===== src/rtl/keypad_pkg.sv =====
// Key codes, the key result type and the keypad matrix layout shared by the scanner and the entry logic.
package keypad_pkg;

  localparam logic [3:0] KEY_STAR   = 4'd14;
  localparam logic [3:0] KEY_HASH   = 4'd15;
  localparam int         NUM_DIGITS = 3;

  typedef struct packed {
    logic       vld;
    logic [3:0] code;
  } key_t;

  localparam key_t KEY_NONE = '{vld: 1'b0, code: 4'd0};

  typedef enum logic [1:0] {
    EMPTY,
    PARTIAL,
    FULL
  } entry_state_t;

  function automatic logic [3:0] map_key(input logic [1:0] row, input logic [1:0] col);
    logic [3:0] code;
    case ({row, col})
      4'h0: code = 4'd1;
      4'h1: code = 4'd2;
      4'h2: code = 4'd3;
      4'h3: code = 4'd10;
      4'h4: code = 4'd4;
      4'h5: code = 4'd5;
      4'h6: code = 4'd6;
      4'h7: code = 4'd11;
      4'h8: code = 4'd7;
      4'h9: code = 4'd8;
      4'ha: code = 4'd9;
      4'hb: code = 4'd12;
      4'hc: code = KEY_STAR;
      4'hd: code = 4'd0;
      4'he: code = KEY_HASH;
      default: code = 4'd13;
    endcase
    return code;
  endfunction

  function automatic logic is_digit(input logic [3:0] code);
    return code <= 4'd9;
  endfunction

  function automatic entry_state_t state_of(input logic [1:0] count);
    entry_state_t st;
    if (count == 2'd0) st = EMPTY;
    else if (count == 2'(NUM_DIGITS)) st = FULL;
    else st = PARTIAL;
    return st;
  endfunction

endpackage


===== src/rtl/keypad_scan.sv =====
// Column scanner and debouncer: one key strobe per accepted press, no auto-repeat.
// A full scan of four column periods resolves to a single key or NONE before debouncing.
module keypad_scan
  import keypad_pkg::*;
#(
  parameter int SCAN_DIV       = 50000,
  parameter int DEBOUNCE_SCANS = 4
) (
  input  logic       clk,
  input  logic       reset,
  input  logic [3:0] iRow,
  output logic [3:0] oCol,
  output logic [3:0] oKey,
  output logic       oKeyStb
);

  localparam int DIV_W = $clog2(SCAN_DIV);
  localparam int DEB_W = $clog2(DEBOUNCE_SCANS + 1);
  localparam logic [DIV_W-1:0] DIV_LAST = DIV_W'(SCAN_DIV - 1);
  localparam logic [DEB_W-1:0] DEB_MAX  = DEB_W'(DEBOUNCE_SCANS);

  typedef enum logic {
    RELEASED,
    PRESSED
  } deb_state_t;

  logic [DIV_W-1:0] div_cnt, div_nxt;
  logic [1:0]       col, col_nxt;
  logic [1:0]       acc_hits, acc_hits_nxt;
  logic [3:0]       acc_code, acc_code_nxt;
  key_t             last_res, last_res_nxt;
  logic [DEB_W-1:0] same_cnt, same_nxt;
  deb_state_t       deb_state, deb_nxt;
  logic [3:0]       key_q, key_nxt;
  logic             stb_q, stb_nxt;

  logic [3:0] rows_low;
  logic [1:0] col_hits, col_row, scan_hits;
  logic [2:0] hit_sum;
  logic [3:0] scan_code;
  key_t       res;

  always_comb begin
    rows_low = ~iRow;
    col_hits = 2'd0;
    col_row  = 2'd0;
    case (rows_low)
      4'b0000: col_hits = 2'd0;
      4'b0001: begin col_hits = 2'd1; col_row = 2'd0; end
      4'b0010: begin col_hits = 2'd1; col_row = 2'd1; end
      4'b0100: begin col_hits = 2'd1; col_row = 2'd2; end
      4'b1000: begin col_hits = 2'd1; col_row = 2'd3; end
      default: col_hits = 2'd2;
    endcase
    // Contacts saturate at two: anything beyond one key is just "ambiguous".
    hit_sum   = {1'b0, acc_hits} + {1'b0, col_hits};
    scan_hits = (hit_sum >= 3'd2) ? 2'd2 : hit_sum[1:0];
    scan_code = (col_hits == 2'd1) ? map_key(col_row, col) : acc_code;

    res.vld  = (scan_hits == 2'd1);
    res.code = res.vld ? scan_code : 4'd0;

    div_nxt      = div_cnt + DIV_W'(1);
    col_nxt      = col;
    acc_hits_nxt = acc_hits;
    acc_code_nxt = acc_code;
    last_res_nxt = last_res;
    same_nxt     = same_cnt;
    deb_nxt      = deb_state;
    key_nxt      = key_q;
    stb_nxt      = 1'b0;

    if (div_cnt == DIV_LAST) begin
      div_nxt = '0;
      col_nxt = col + 2'd1;
      if (col == 2'd3) begin
        acc_hits_nxt = 2'd0;
        acc_code_nxt = 4'd0;
        last_res_nxt = res;
        if (res == last_res) same_nxt = (same_cnt == DEB_MAX) ? same_cnt : same_cnt + DEB_W'(1);
        else same_nxt = DEB_W'(1);
        case (deb_state)
          RELEASED: if (res.vld && same_nxt == DEB_MAX) begin
            stb_nxt = 1'b1;
            key_nxt = res.code;
            deb_nxt = PRESSED;
          end
          PRESSED: if (!res.vld && same_nxt == DEB_MAX) deb_nxt = RELEASED;
          default: deb_nxt = RELEASED;
        endcase
      end else begin
        acc_hits_nxt = scan_hits;
        acc_code_nxt = scan_code;
      end
    end
  end

  always_ff @(posedge clk or posedge reset) begin
    if (reset) begin
      div_cnt   <= '0;
      col       <= 2'd0;
      acc_hits  <= 2'd0;
      acc_code  <= 4'd0;
      last_res  <= KEY_NONE;
      same_cnt  <= '0;
      deb_state <= RELEASED;
      key_q     <= 4'd0;
      stb_q     <= 1'b0;
    end else begin
      div_cnt   <= div_nxt;
      col       <= col_nxt;
      acc_hits  <= acc_hits_nxt;
      acc_code  <= acc_code_nxt;
      last_res  <= last_res_nxt;
      same_cnt  <= same_nxt;
      deb_state <= deb_nxt;
      key_q     <= key_nxt;
      stb_q     <= stb_nxt;
    end
  end

  assign oCol    = ~(4'b0001 << col);
  assign oKey    = key_q;
  assign oKeyStb = stb_q;

endmodule


===== src/rtl/keypad_num_entry.sv =====
// Three-digit keypad entry: digits fill a buffer, '*' clears it, '#' on a full buffer
// publishes the number with a one-cycle oNumRdy strobe.
module keypad_num_entry
  import keypad_pkg::*;
#(
  parameter int SCAN_DIV       = 50000,
  parameter int DEBOUNCE_SCANS = 4
) (
  input  logic       clk,
  input  logic       reset,
  input  logic [3:0] iRow,
  output logic [3:0] oCol,
  output logic [3:0] oNum1,
  output logic [3:0] oNum2,
  output logic [3:0] oNum3,
  output logic       oNumRdy,
  output logic [1:0] oCount
);

  logic [3:0] key;
  logic       key_stb;

  keypad_scan #(
    .SCAN_DIV      (SCAN_DIV),
    .DEBOUNCE_SCANS(DEBOUNCE_SCANS)
  ) u_scan (
    .clk    (clk),
    .reset  (reset),
    .iRow   (iRow),
    .oCol   (oCol),
    .oKey   (key),
    .oKeyStb(key_stb)
  );

  // Slot 0 holds the first digit typed.
  logic [NUM_DIGITS-1:0][3:0] digit_buf, buf_nxt;
  logic [NUM_DIGITS-1:0][3:0] num_q, num_nxt;
  logic [1:0]                 count, count_nxt;
  logic                       rdy_q, rdy_nxt;
  entry_state_t               state;

  always_comb begin
    state     = state_of(count);
    buf_nxt   = digit_buf;
    count_nxt = count;
    num_nxt   = num_q;
    rdy_nxt   = 1'b0;
    if (key_stb) begin
      if (is_digit(key)) begin
        if (state != FULL) begin
          buf_nxt[count] = key;
          count_nxt      = count + 2'd1;
        end
      end else if (key == KEY_STAR) begin
        buf_nxt   = '0;
        count_nxt = 2'd0;
      end else if (key == KEY_HASH && state == FULL) begin
        num_nxt   = digit_buf;
        rdy_nxt   = 1'b1;
        count_nxt = 2'd0;
      end
    end
  end

  always_ff @(posedge clk or posedge reset) begin
    if (reset) begin
      digit_buf <= '0;
      count     <= 2'd0;
      num_q     <= '0;
      rdy_q     <= 1'b0;
    end else begin
      digit_buf <= buf_nxt;
      count     <= count_nxt;
      num_q     <= num_nxt;
      rdy_q     <= rdy_nxt;
    end
  end

  assign oNum1   = num_q[0];
  assign oNum2   = num_q[1];
  assign oNum3   = num_q[2];
  assign oNumRdy = rdy_q;
  assign oCount  = count;

endmodule


===== config.mk =====
export PLATFORM = sky130hd
export DESIGN_NAME = keypad_num_entry
export DESIGN_NICKNAME = d
export VERILOG_FILES = /design/src/rtl/keypad_pkg.sv /design/src/rtl/keypad_scan.sv /design/src/rtl/keypad_num_entry.sv
export SDC_FILE = /design/constraint.sdc
export NUM_CORES = 1
export LEC_CHECK = 0
export ABC_AREA = 1
export BUFFER_PORTS_ARGS = -buffer_cell sky130_fd_sc_hd__buf_2
export CAP_MARGIN = 20
export CELL_PAD_IN_SITES_DETAIL_PLACEMENT = 0
export CELL_PAD_IN_SITES_GLOBAL_PLACEMENT = 1
export CORE_MARGIN = 3
export CORE_UTILIZATION = 45
export CTS_CLUSTER_DIAMETER = 200
export DETAILED_ROUTE_END_ITERATION = 10
export PLACE_DENSITY = 0.82
export SYNTH_ARGS = -nofsm -noshare
export SYNTH_HDL_FRONTEND = slang
export SYNTH_SLANG_ARGS = --single-unit

===== constraint.sdc =====
create_clock -name clk -period 3.3 [get_ports clk]
set_clock_uncertainty 0.1 [all_clocks]
set_input_delay 0.495 -clock clk [delete_from_list [all_inputs] [get_ports clk]]
set_output_delay 0.495 -clock clk [all_outputs]
set_load 0.1 [all_outputs]

==> results of run 1 <==
-- final timing paths --
| path | from | endpoint | slack (ns) | depth (start not counted) |
|---|---|---|---|---|
| max | iRow[1] | u_scan.oKey[3] | 0.35 | 19 |
| min | u_scan.div_cnt[0] | u_scan.div_cnt[0] | 0.36 | 1 |
| max reg2reg | u_scan.acc_hits[0] | u_scan.oKey[3] | 0.60 | 14 |
| min reg2reg | u_scan.div_cnt[0] | u_scan.div_cnt[0] | 0.36 | 1 |
| max in group asynchronous | reset | u_scan.acc_hits[1] | 1.85 | 4 |
| min in group asynchronous | reset | u_scan.div_cnt[5] | 0.51 | 3 |
-- metrics by stage --
stage,std cells,setup TNS [ns]
2_1_floorplan,424,0
3_3_place_gp,547,0
3_5_place_dp,547,-0.0651
4_1_cts,564,0
5_1_grt,564,0
6_report,564,0
-- layer usage --
metal / vias up / track usage [%] / share of wire (%)
met2: 40 / 27.1 / 46
met4: 0 / 7.10 / 1.7
met1: 1259 / 21.0 / 48
met5: - / 0 / 0
met3: 9 / 3.94 / 3.6
li1: 1418 / - / -
-- power by group through the flow --
stage / registers [W] / clock network [W] / logic (W)
2_1_floorplan: 0.000812 / 0 / 0.0000587
3_3_place_gp: 0.000812 / 0 / 0.0000822
3_5_place_dp: 0.000812 / 0 / 0.0000836
4_1_cts: 0.000797 / 0.000728 / 0.0000845
5_1_grt: 0.000797 / 0.000761 / 0.0000949
6_report: 0.000797 / 0.000708 / 0.0000823
-- registers in the layout, summed over array words and instances, names as in the netlist, 3 cells and up, named ones only --
signal / cells
u_scan.same_cnt: 3
digit_buf: 12
oNum1: 4
oNum2: 4
u_scan.acc_code: 4
u_scan.div_cnt: 16
oNum3: 4
u_scan.last_res: 5
u_scan.oKey: 4
-- worst max-delay path: stages --
cell and delay [ns]:
sky130_fd_sc_hd__buf_2 0.12, sky130_fd_sc_hd__nand2_1 0.10, sky130_fd_sc_hd__inv_1 0.08, sky130_fd_sc_hd__nand3_4 0.11
sky130_fd_sc_hd__clkinv_2 0.10, sky130_fd_sc_hd__a21oi_1 0.21, sky130_fd_sc_hd__fa_1 0.43, sky130_fd_sc_hd__nor2_1 0.13
sky130_fd_sc_hd__nand2_1 0.08, sky130_fd_sc_hd__inv_1 0.25, sky130_fd_sc_hd__nand3_2 0.16, sky130_fd_sc_hd__nand2_1 0.11
sky130_fd_sc_hd__inv_1 0.04, sky130_fd_sc_hd__nor2_1 0.08, sky130_fd_sc_hd__nand3_1 0.12, sky130_fd_sc_hd__nor2_2 0.14
sky130_fd_sc_hd__nand4_2 0.15, sky130_fd_sc_hd__nand2_1 0.10, sky130_fd_sc_hd__nand2_1 0.05
-- cells in the final DEF, fill, tap and decap left out, types with 5 or more instances in the layout --
| cell type | count |
|---|---|
| sky130_fd_sc_hd__nand2_1 | 101 |
| sky130_fd_sc_hd__inv_1 | 72 |
| sky130_fd_sc_hd__dfrtp_1 | 65 |
| sky130_fd_sc_hd__o21ai_0 | 32 |
| sky130_fd_sc_hd__nor2_1 | 28 |
| sky130_fd_sc_hd__nand3_1 | 25 |
| sky130_fd_sc_hd__buf_2 | 24 |
| sky130_fd_sc_hd__ha_1 | 13 |
| sky130_fd_sc_hd__clkbuf_8 | 12 |
| sky130_fd_sc_hd__o22ai_1 | 11 |
| sky130_fd_sc_hd__a21oi_1 | 8 |
| sky130_fd_sc_hd__nand4_1 | 7 |
| sky130_fd_sc_hd__nand2_2 | 7 |
| sky130_fd_sc_hd__nand3_2 | 7 |
| sky130_fd_sc_hd__buf_4 | 5 |
-- area by class of cell --
class / instances / area, sq um / area share [%]
Tap cell: 99 / 124 / 3.15
Multi-Input combinational cell: 275 / 1500 / 38.2
Clock buffer: 12 / 165 / 4.20
Inverter: 79 / 298 / 7.57
Timing Repair Buffer: 30 / 168 / 4.26
Clock inverter: 4 / 50.0 / 1.27
Sequential cell: 65 / 1630 / 41.4
-- logic make-up after synthesis --
| group | share of synthesized area (%) |
|---|---|
| flops | 47.2 |
| xor+xnor | 1.02 |
| buf+inv | 9.29 |
| compound gates | 9.40 |
| simple gates | 27.8 |
| fa+ha+maj | 5.30 |
-- what timing repair did --
item / CTS / global route
resized for setup: 0 / 0
hold buffers: 1 / 0
hold endpoints to repair: 9 / 0
==> results_tabular.tex, run 1 <==
\begin{tabular}{lr}
\hline
Metric & Value \\
\hline
\multicolumn{2}{l}{\textbf{Floorplanning}} \\
Core footprint & 0.00733 sq mm \\
Effective utilization at floorplan & 47.0\% \\
Die extent in y & 93.5 um \\
Number of ports placed on the die boundary & 25 \\
Width of the die & 93.5 um \\
Cell Rows & 31 \\
Die Footprint & 0.00875 sq mm \\
\multicolumn{2}{l}{\textbf{GRT}} \\
Global routing usage summed across all routing layers & 16.6\% \\
Remaining Overflow, GRT & 0 \\
Global-route wire length before repair & 11.6 mm \\
Number of global-route vias before repair & 2674 \\
Maximum number of pins on one net before global-route repair & 38 \\
Number of antenna violations at the first check in global routing & 0 \\
\multicolumn{2}{l}{\textbf{Run}} \\
Count of max-cap constraint violations & 0 \\
\multicolumn{2}{l}{\textbf{Worst setup path}} \\
Nature of the critical path endpoint & register \\
Worst EP arrival & 3.07 ns \\
Worst setup path category & input pin to register \\
Critical Path Source Type & input pin \\
Peak fanout along the critical path & 8 \\
CP Data Required Time & 3.42 ns \\
\multicolumn{2}{l}{\textbf{STA}} \\
Worst setup margin & 0.348 ns \\
Total count of max-transition violations in the final report & 0 \\
Total setup violations reported at the end of the flow & 0 \\
Worst hold margin & 0.358 ns \\
Final critical-path required period & 2.95 ns \\
Count of final hold-check violations & 0 \\
Setup repair after global routing missed its margin & no \\
Final clock period utilization by the worst path & 89.5\% \\
Transition time at the pin with the least slew margin & 0.776 ns \\
Highest clock frequency the design can meet & 0.339 GHz \\
Relative slew slack & 48.1\% \\
\multicolumn{2}{l}{\textbf{Finish}} \\
Fillers & 692 \\
Share of post-route cells with drive strength above 1 & 16.8\% \\
Number of nets in the finished design & 480 \\
Layout overhead on the synthesized area & 14.0\% \\
Core Util, Final & 53.6\% \\
Final instance area & 0.00393 sq mm \\
Number of inserted diodes & 0 \\
\multicolumn{2}{l}{\textbf{Power and ir drop}} \\
Cell leakage power & 2.05 nW \\
Clock group share of total power & 44.6\% \\
Power Dens Cells & 404 mW/mm\^{}2 \\
Switching Fraction & 22.4\% \\
Combinational cell fraction of total power & 5.2\% \\
VDD IR max & 0.180 mV \\
Proportion of power drawn by flip-flops and latches & 50.2\% \\
Power Internal & 0.00123 W \\
Overall power of the completed layout & 0.00159 W \\
Net switching power & 0.000356 W \\
\multicolumn{2}{l}{\textbf{Clock tree}} \\
Source-to-sink clock delay at the later pin of the worst-skew pair & 0.34 ns \\
Buffer levels on the longest clock path & 2 \\
H-Tree Depth & 3 \\
Clock tree root buffer cell & sky130\_fd\_sc\_hd\_\_clkbuf\_8 \\
Clk slew on worst S/H paths & 0.07 ns \\
Cts bufs inserted & 9 \\
Total setup buffers inserted after CTS & 0 \\
CTS tree & yes \\
Sinks on Clock Net & 65 \\
\multicolumn{2}{l}{\textbf{Route}} \\
DRC violation total after the first TritonRoute iteration & 98 \\
Routed via count & 2726 \\
Total routed wirelength & 6.50 mm \\
Average via count per standard cell & 4.83 \\
DRC violation count after routing & 0 \\
Number of nets still failing antenna checks after routing & 0 \\
Routed wirelength normalized by instance count & 11.5 um \\
Iteration count of the initial detailed-routing pass & 4 \\
\multicolumn{2}{l}{\textbf{Synthesis}} \\
Proportion of register bits with asynchronous set or reset after synthesis & 100\% \\
Top cells by instance count after synthesis & 101 x sky130\_fd\_sc\_hd\_\_nand2\_1, 73 x sky130\_fd\_sc\_hd\_\_inv\_1, 65 x sky130\_fd\_sc\_hd\_\_dfrtp\_1, 32 x sky130\_fd\_sc\_hd\_\_o21ai\_0, 28 x sky130\_fd\_sc\_hd\_\_nor2\_1 \\
Number of synthesized register bits & 65 \\
Count of flip-flops with a built-in enable after synthesis & 0 \\
Number of different library cells in the post-synthesis netlist & 37 \\
Leading post-synthesis cells by cell area & sky130\_fd\_sc\_hd\_\_dfrtp\_1 47\%, sky130\_fd\_sc\_hd\_\_nand2\_1 11\%, sky130\_fd\_sc\_hd\_\_inv\_1 7.9\%, sky130\_fd\_sc\_hd\_\_ha\_1 4.7\%, sky130\_fd\_sc\_hd\_\_o21ai\_0 4.6\% \\
Post-Syn Nets & 444 \\
Top flip-flop cell by instance count after synthesis & sky130\_fd\_sc\_hd\_\_dfrtp\_1 \\
Total of warnings raised by yosys & 0 \\
Netlist area before placement & 0.00345 sq mm \\
Post-synthesis instance total & 424 \\
Most area-hungry cell type in the Yosys netlist & sky130\_fd\_sc\_hd\_\_dfrtp\_1 \\
Share of the synthesized area in the top cell type & 47.2\% \\
Mean instance size in the synthesized netlist & 8.13 sq um \\
Seq/Total Area, Yosys & 47.2\% \\
Cell with the most instances after synthesis & sky130\_fd\_sc\_hd\_\_nand2\_1 \\
\multicolumn{2}{l}{\textbf{Place}} \\
Post-placement cell area & 0.00371 sq mm \\
Final Wtd Congestion & 0.803 \\
Post-DP HPWL & 4.92 mm \\
Number of buffer cells added on primary ports & 24 \\
Post-Place Worst Slack & -0.0226 ns \\
\multicolumn{2}{l}{\textbf{Hold path}} \\
Type of the most critical hold path & register to register \\
\multicolumn{2}{l}{\textbf{Run status}} \\
Result of the run & finished clean \\
\hline
\end{tabular}
Note: power is estimated with default switching activity, not from simulation.
==> inputs of run 2 (changes only) <==
--- a/config.mk
+++ b/config.mk
@@ -11,10 +11,10 @@
 export CELL_PAD_IN_SITES_DETAIL_PLACEMENT = 0
 export CELL_PAD_IN_SITES_GLOBAL_PLACEMENT = 1
 export CORE_MARGIN = 3
-export CORE_UTILIZATION = 45
+export CORE_UTILIZATION = 40
 export CTS_CLUSTER_DIAMETER = 200
 export DETAILED_ROUTE_END_ITERATION = 10
-export PLACE_DENSITY = 0.82
+export PLACE_DENSITY = 0.75
 export SYNTH_ARGS = -nofsm -noshare
 export SYNTH_HDL_FRONTEND = slang
 export SYNTH_SLANG_ARGS = --single-unit
==> constraint.sdc (replaced) <==
create_clock -name clk -period 3.3 [get_ports clk]
set_clock_uncertainty 0.1 [all_clocks]
set_input_delay 0.33 -clock clk [delete_from_list [all_inputs] [get_ports clk]]
set_output_delay 0.33 -clock clk [all_outputs]
set_load 0.1 [all_outputs]
==> run 2 against run 1 <==
  * Sequential power about the same
  * Wire length up 1.4%
  * Utilization fell by 6.7 points
  * Setup slack improved by 0.048 ns
  * Largest cell class unchanged
  * Largest power group unchanged
==> results_tabular.tex, run 2 (synthesized netlist as in run 1, its figures left out) <==
\begin{tabular}{lr}
\hline
Metric & Value \\
\hline
\multicolumn{2}{l}{\textbf{Clock tree}} \\
H-Tree Depth & 3 (unchanged) \\
Clk slew on worst S/H paths & 0.07 ns (about the same) \\
Source-to-sink clock delay at the later pin of the worst-skew pair & 0.33 ns (about the same) \\
Cts bufs inserted & 9 (unchanged) \\
Buffer levels on the longest clock path & 2 (unchanged) \\
CTS tree & yes \\
Sinks on Clock Net & 65 (unchanged) \\
Clock tree root buffer cell & sky130\_fd\_sc\_hd\_\_clkbuf\_8 \\
Cts repair resizes & 0 (unchanged) \\
\multicolumn{2}{l}{\textbf{STA}} \\
Transition time at the pin with the least slew margin & 0.763 ns (-0.0131 ns) \\
Final critical-path required period & 2.90 ns (-0.0477 ns) \\
Final clock period utilization by the worst path & 88.0\% (-1.4 points) \\
Count of final hold-check violations & 0 (unchanged) \\
Worst setup margin & 0.395 ns (+0.0477 ns) \\
Highest clock frequency the design can meet & 0.344 GHz (+1.6\%) \\
Setup repair after global routing missed its margin & no \\
Total setup violations reported at the end of the flow & 0 (unchanged) \\
Setup TNS & 0 ns (unchanged) \\
Relative slew slack & 49.0\% (+0.88 points) \\
Total count of max-transition violations in the final report & 0 (unchanged) \\
\multicolumn{2}{l}{\textbf{Worst setup path}} \\
CP Data Required Time & 3.42 ns (about the same) \\
Worst EP arrival & 3.03 ns (-0.04 ns) \\
Peak fanout along the critical path & 11 (+3) \\
Worst setup path category & input pin to register \\
Critical path cell sequence & buf\_2 -> nand2\_2 -> clkinv\_1 -> nand3\_2 -> nand2\_4 -> ha\_1 -> fa\_1 -> nor2\_1 -> nand2\_1 -> inv\_1 -> nand3\_2 -> nand2\_1 -> nand2\_1 -> nor2\_1 -> nand3\_1 -> nor2\_2 -> nand4\_2 -> nand2\_1 -> nand2\_1 \\
Most used cell, CP & sky130\_fd\_sc\_hd\_\_nand2\_1 \\
Slowest cell on the critical path & sky130\_fd\_sc\_hd\_\_fa\_1 \\
Critical Path Source Type & input pin \\
Nature of the critical path endpoint & register \\
Max stage delay on crit path & 0.45 ns (+0.02 ns) \\
\multicolumn{2}{l}{\textbf{Route}} \\
Total routed wirelength & 6.59 mm (+1.4\%) \\
Number of nets still failing antenna checks after routing & 0 (unchanged) \\
Routed wirelength normalized by instance count & 11.6 um (+0.56\%) \\
Iteration count of the initial detailed-routing pass & 4 (unchanged) \\
DRC violation count after routing & 0 (unchanged) \\
Routed via count & 2696 (-1.1\%) \\
DRC violation total after the first TritonRoute iteration & 90 (-8.2\%) \\
Average via count per standard cell & 4.74 (-2.0\%) \\
\multicolumn{2}{l}{\textbf{Finish}} \\
Commonest cells after routing, fill and taps aside & 101 x sky130\_fd\_sc\_hd\_\_nand2\_1, 72 x sky130\_fd\_sc\_hd\_\_inv\_1, 65 x sky130\_fd\_sc\_hd\_\_dfrtp\_1 \\
Number of nets in the finished design & 479 (-0.21\%) \\
Layout overhead on the synthesized area & 13.1\% \\
Top reg by flops & u\_scan.div\_cnt \\
Registers with the most flip-flops & u\_scan.div\_cnt (16), digit\_buf (12), u\_scan.last\_res (5) \\
Most common library cell in the layout ignoring fill and taps & sky130\_fd\_sc\_hd\_\_nand2\_1 \\
Area occupied by registers & 0.00163 sq mm (unchanged) \\
Number of flip-flops under the largest register name & 16 (unchanged) \\
Fillers & 835 (+21\%) \\
Number of inserted diodes & 0 (unchanged) \\
Share of post-route cells with drive strength above 1 & 16.6\% (-0.18 points) \\
Area taken by multi-input logic gates & 0.00150 sq mm (unchanged) \\
\multicolumn{2}{l}{\textbf{GRT}} \\
Global-route wire length before repair & 11.8 mm (+1.6\%) \\
Number of global-route vias before repair & 2624 (-1.9\%) \\
Remaining Overflow, GRT & 0 (unchanged) \\
Number of antenna violations at the first check in global routing & 0 (unchanged) \\
Maximum number of pins on one net before global-route repair & 28 (-26\%) \\
Global routing usage summed across all routing layers & 14.6\% (-2.0 points) \\
\multicolumn{2}{l}{\textbf{Floorplanning}} \\
Die Footprint & 0.00977 sq mm (+12\%) \\
Width of the die & 98.9 um (+5.7\%) \\
Cell Rows & 33 (+6.5\%) \\
Core footprint & 0.00830 sq mm (+13\%) \\
Number of ports placed on the die boundary & 25 (unchanged) \\
Die extent in y & 98.9 um (+5.7\%) \\
Effective utilization at floorplan & 41.5\% (-5.5 points) \\
\multicolumn{2}{l}{\textbf{Power and ir drop}} \\
Cell leakage power & 2.02 nW (-1.5\%) \\
VDD IR max & 0.193 mV (+7.1\%) \\
Power Dens Cells & 381 mW/mm\^{}2 (-5.7\%) \\
\multicolumn{2}{l}{\textbf{Place}} \\
Number of buffer cells added on primary ports & 24 (unchanged) \\
Post-Place Worst Slack & 0.0459 ns (+0.0684 ns) \\
Final Wtd Congestion & 0.785 (-2.3\%) \\
Post-DP HPWL & 5.00 mm (+1.6\%) \\
\multicolumn{2}{l}{\textbf{Hold path}} \\
Type of the most critical hold path & register to register \\
\multicolumn{2}{l}{\textbf{Run}} \\
Count of max-cap constraint violations & 0 (unchanged) \\
\multicolumn{2}{l}{\textbf{Run status}} \\
Result of the run & finished clean \\
\hline
\end{tabular}
## run 2: changes by cell type in the layout (fill, tap and decap cells not counted), sizes merged
cell / before / now
clkbuf: 12 / 10
clkinvlp: 2 / 4
clkinv: 4 / 5
bufinv: 1 / 0
buf: 29 / 28
## run 2: per-stage QoR
step	util [%]	instance area (sq um)	hold slack [ns]	instances	total power, W
global route	47.0	3900	0.377	569	0.00155
global placement	44.7	3710	0.248	552	0.000892
finish	47.0	3900	0.364	569	0.00148
floorplan	-	3450	0.325	424	0.000871
detailed placement	44.7	3710	0.252	552	0.000893
CTS	47.0	3900	0.363	569	0.00150
## run 2: final timing paths
path,from,to,slack [ns],cells after the start
worst max-delay path,iRow[3],u_scan.oKey[3],0.40,19
worst min-delay path,u_scan.div_cnt[0],u_scan.div_cnt[0],0.36,1
worst max register to register,u_scan.acc_hits[0],u_scan.oKey[3],0.55,14
worst min register to register,u_scan.div_cnt[0],u_scan.div_cnt[0],0.36,1
max in group asynchronous,reset,digit_buf[7],1.99,4
min in group asynchronous,reset,u_scan.same_cnt[1],0.43,3
## run 2: final cells by class
class | count | share of cell area [%]
tap | 105 | 3.37
multi-input combinational | 275 | 38.5
inverter | 79 | 7.64
clock inverter | 6 | 1.12
sequential | 65 | 41.7
timing repair buffer | 29 | 4.11
clock buffer | 10 | 3.53
## run 2: power breakdown
group          switching, W  internal, W  leakage, nW
sequential      0.000000221     0.000796        0.826
clock              0.000316     0.000292       0.0805
combinational     0.0000567    0.0000228         1.11
total              0.000373      0.00111         2.02
## run 2: what timing repair did
action	CTS	global route
endpoints found under the hold margin	17	0
hold buffers	1	0
setup buffers	0	0
## run 2: routing by layer
| layer | vias up | track usage, % | wire (um) |
|---|---|---|---|
| met5 | - | 0 | 0 |
| met4 | 0 | 4.94 | 72 |
| met3 | 9 | 2.76 | 207 |
| met2 | 37 | 23.2 | 3000 |
| met1 | 1236 | 20.1 | 3310 |
| li1 | 1414 | - | - |
## run 2: worst max-delay path: cells and delay by family
kind	cells	cell delay, ns
buf+inv	3	0.55
simple gates	14	1.47
fa+ha+maj	2	0.67
==> inputs of run 3 (changes only) <==
--- a/config.mk
+++ b/config.mk
@@ -15,6 +15,7 @@
 export CTS_CLUSTER_DIAMETER = 200
 export DETAILED_ROUTE_END_ITERATION = 10
 export PLACE_DENSITY = 0.75
+export REMOVE_ABC_BUFFERS = 1
 export SYNTH_ARGS = -nofsm -noshare
 export SYNTH_HDL_FRONTEND = slang
 export SYNTH_SLANG_ARGS = --single-unit
==> constraint.sdc (replaced) <==
create_clock -name clk -period 3.2 [get_ports clk]
set_clock_uncertainty 0.1 [all_clocks]
set_input_delay 0.32 -clock clk [delete_from_list [all_inputs] [get_ports clk]]
set_output_delay 0.32 -clock clk [all_outputs]
set_load 0.1 [all_outputs]
==> run 3 against run 2 <==
  * Total power is 8.6% higher
  * First-iteration DRC count up 12%
  * Die area is the same
  * Via count is essentially flat
==> results_tabular.tex, run 3 (synthesized netlist as in run 1, its figures left out) <==
\begin{tabular}{lr}
\hline
Metric & Value \\
\hline
\multicolumn{2}{l}{\textbf{Run status}} \\
Result of the run & finished clean \\
\multicolumn{2}{l}{\textbf{Worst setup path}} \\
Max stage delay on crit path & 0.45 ns (about the same) \\
Most used cell, CP & sky130\_fd\_sc\_hd\_\_nand2\_1 \\
Slowest cell on the critical path & sky130\_fd\_sc\_hd\_\_fa\_1 \\
Start point of the critical path & iRow[3] \\
Critical Path Source Type & input pin \\
Critical register-to-register path endpoint & u\_scan.oKey[3] \\
R2R depth & 14 (unchanged) \\
Setup crit end & u\_scan.oKey[3] \\
Worst EP arrival & 2.90 ns (-0.13 ns) \\
Nature of the critical path endpoint & register \\
Critical path cell sequence & buf\_2 -> nand2\_2 -> clkinv\_1 -> nand3\_2 -> nand2\_4 -> ha\_1 -> fa\_1 -> nor2\_1 -> nand2\_1 -> inv\_1 -> nand3\_2 -> nand2\_1 -> inv\_1 -> nor2\_1 -> nand3\_1 -> nor2\_2 -> nand4\_2 -> nand2\_1 -> nand2\_1 \\
CP Data Required Time & 3.33 ns (-0.09 ns) \\
Reg2reg setup slack & 0.53 ns (-0.02 ns) \\
Peak fanout along the critical path & 9 (-2) \\
Worst setup path category & input pin to register \\
Startpoint of the worst register-to-register path & u\_scan.acc\_hits[0] \\
\multicolumn{2}{l}{\textbf{Floorplanning}} \\
Number of ports placed on the die boundary & 25 (unchanged) \\
Die Footprint & 0.00977 sq mm (unchanged) \\
Die extent in y & 98.9 um (unchanged) \\
Effective utilization at floorplan & 41.5\% (unchanged) \\
Core footprint & 0.00830 sq mm (unchanged) \\
Width of the die & 98.9 um (unchanged) \\
Cell Rows & 33 (unchanged) \\
\multicolumn{2}{l}{\textbf{STA}} \\
Transition time at the pin with the least slew margin & 0.775 ns (+0.0125 ns) \\
Total count of max-transition violations in the final report & 0 (unchanged) \\
Relative slew slack & 48.2\% (-0.84 points) \\
Setup repair after global routing missed its margin & no \\
Count of final hold-check violations & 0 (unchanged) \\
Final critical-path required period & 2.77 ns \\
Highest clock frequency the design can meet & 0.361 GHz \\
Final clock period utilization by the worst path & 86.6\% \\
Setup TNS & 0 ns (unchanged) \\
Total setup violations reported at the end of the flow & 0 (unchanged) \\
\multicolumn{2}{l}{\textbf{Route}} \\
DRC violation count after routing & 0 (unchanged) \\
Number of nets still failing antenna checks after routing & 0 (unchanged) \\
Average via count per standard cell & 4.72 (-0.31\%) \\
Total routed wirelength & 6.66 mm (+1.1\%) \\
Iteration count of the initial detailed-routing pass & 4 (unchanged) \\
Routed wirelength normalized by instance count & 11.7 um (+0.77\%) \\
DRC violation total after the first TritonRoute iteration & 101 (+12\%) \\
Routed via count & 2697 (+0.037\%) \\
\multicolumn{2}{l}{\textbf{Clock tree}} \\
CTS tree & yes \\
H-Tree Depth & 3 (unchanged) \\
Cts repair resizes & 0 (unchanged) \\
Source-to-sink clock delay at the later pin of the worst-skew pair & 0.34 ns (about the same) \\
Cts bufs inserted & 9 (unchanged) \\
Clock tree root buffer cell & sky130\_fd\_sc\_hd\_\_clkbuf\_8 \\
Hold-fix buffers at CTS & 1 (unchanged) \\
Clk slew on worst S/H paths & 0.08 ns (about the same) \\
Total setup buffers inserted after CTS & 0 (unchanged) \\
Buffer levels on the longest clock path & 2 (unchanged) \\
Sinks on Clock Net & 65 (unchanged) \\
\multicolumn{2}{l}{\textbf{GRT}} \\
Maximum number of pins on one net before global-route repair & 28 (unchanged) \\
Remaining Overflow, GRT & 0 (unchanged) \\
Number of global-route vias before repair & 2581 (-1.6\%) \\
Global routing usage summed across all routing layers & 14.7\% (+0.10 points) \\
Number of antenna violations at the first check in global routing & 0 (unchanged) \\
Global-route wire length before repair & 11.7 mm (-0.58\%) \\
\multicolumn{2}{l}{\textbf{Finish}} \\
Most common library cell in the layout ignoring fill and taps & sky130\_fd\_sc\_hd\_\_nand2\_1 \\
Number of nets in the finished design & 481 (+0.42\%) \\
Layout overhead on the synthesized area & 14.1\% \\
Fillers & 825 (-1.2\%) \\
Number of flip-flops under the largest register name & 16 (unchanged) \\
Top reg by flops & u\_scan.div\_cnt \\
Commonest cells after routing, fill and taps aside & 101 x sky130\_fd\_sc\_hd\_\_nand2\_1, 72 x sky130\_fd\_sc\_hd\_\_inv\_1, 65 x sky130\_fd\_sc\_hd\_\_dfrtp\_1 \\
Number of inserted diodes & 0 (unchanged) \\
Registers with the most flip-flops & u\_scan.div\_cnt (16), digit\_buf (12), u\_scan.last\_res (5) \\
Area occupied by registers & 0.00163 sq mm (unchanged) \\
Area taken by multi-input logic gates & 0.00150 sq mm (unchanged) \\
Share of post-route cells with drive strength above 1 & 17.0\% (+0.36 points) \\
\multicolumn{2}{l}{\textbf{Power and ir drop}} \\
Cell leakage power & 2.05 nW (+1.7\%) \\
Net switching power & 0.000397 W (+6.5\%) \\
Switching Fraction & 24.6\% (-0.48 points) \\
Proportion of power drawn by flip-flops and latches & 51.0\% (-2.7 points) \\
Power Dens Cells & 410 mW/mm\^{}2 (+7.6\%) \\
Combinational cell fraction of total power & 5.3\% (about the same) \\
Power Internal & 0.00121 W (+9.3\%) \\
Clock group share of total power & 43.7\% (+2.7 points) \\
Overall power of the completed layout & 0.00161 W (+8.6\%) \\
VDD IR max & 0.186 mV (-3.6\%) \\
\multicolumn{2}{l}{\textbf{Place}} \\
Number of buffer cells added on primary ports & 24 (unchanged) \\
Post-DP HPWL & 5.03 mm (+0.72\%) \\
Final Wtd Congestion & 0.797 (+1.5\%) \\
\multicolumn{2}{l}{\textbf{Run}} \\
Count of max-cap constraint violations & 0 (unchanged) \\
\multicolumn{2}{l}{\textbf{Hold path}} \\
Type of the most critical hold path & register to register \\
\hline
\end{tabular}
==> run 3: metrics by stage <==
step	hold slack [ns]	cell area (sq um)	utilization, %	setup WS (ns)	std cells
6_report	0.363	3940	47.4	0.430	571
5_1_grt	0.396	3940	47.4	0.0312	571
4_1_cts	0.374	3940	47.4	0.407	571
3_5_place_dp	0.251	3720	44.9	0.0331	554
3_3_place_gp	0.254	3720	44.9	0.124	554
2_1_floorplan	0.325	3430	-	0.330	419
==> run 3: worst min-delay path by stage <==
stage | from | end | slack [ns] | cells past startpoint
final | u_scan.div_cnt[0] | u_scan.div_cnt[0] | 0.36 | 1
after floorplan | u_scan.div_cnt[0] | u_scan.div_cnt[0] | 0.33 | 1
after CTS | u_scan.div_cnt[0] | u_scan.div_cnt[0] | 0.37 | 1
after global routing | oNum1[3] | oNum1[3] | 0.40 | 2
after global placement | reset | oNumRdy | 0.25 | 2
after detailed placement | reset | oNumRdy | 0.25 | 2
==> run 3: power by group through the flow <==
| stage | clock (W) | combinational [W] | sequential, W |
|---|---|---|---|
| 2_1_floorplan | 0 | 0.0000592 | 0.000838 |
| 3_3_place_gp | 0 | 0.0000852 | 0.000838 |
| 3_5_place_dp | 0 | 0.0000866 | 0.000838 |
| 4_1_cts | 0.000732 | 0.0000878 | 0.000821 |
| 5_1_grt | 0.000762 | 0.0000995 | 0.000821 |
| 6_report | 0.000705 | 0.0000853 | 0.000821 |
==> run 3: final cells by class <==
type                    count  share of cell area [%]
multi-input cells         275                    38.2
inverters                  79                    7.57
clock inverters             7                    2.00
flip-flops and latches     65                    41.3
well taps                 105                    3.34
clock buffers               9                    3.15
repair buffers             31                    4.45
==> run 3: worst max-delay path: cells and delay by family <==
kind          cells  cell delay [ns]
simple gates     13             1.40
fa+ha+maj         2             0.66
buf+inv           4             0.54
==> run 3: routing by layer <==
metal / vias to the layer above / GRT usage [%] / routed length [um]
met5: - / 0 / 0
met4: 0 / 6.30 / 117
met3: 12 / 2.76 / 214
met2: 37 / 22.9 / 2970
met1: 1226 / 20.1 / 3360
li1: 1422 / - / -
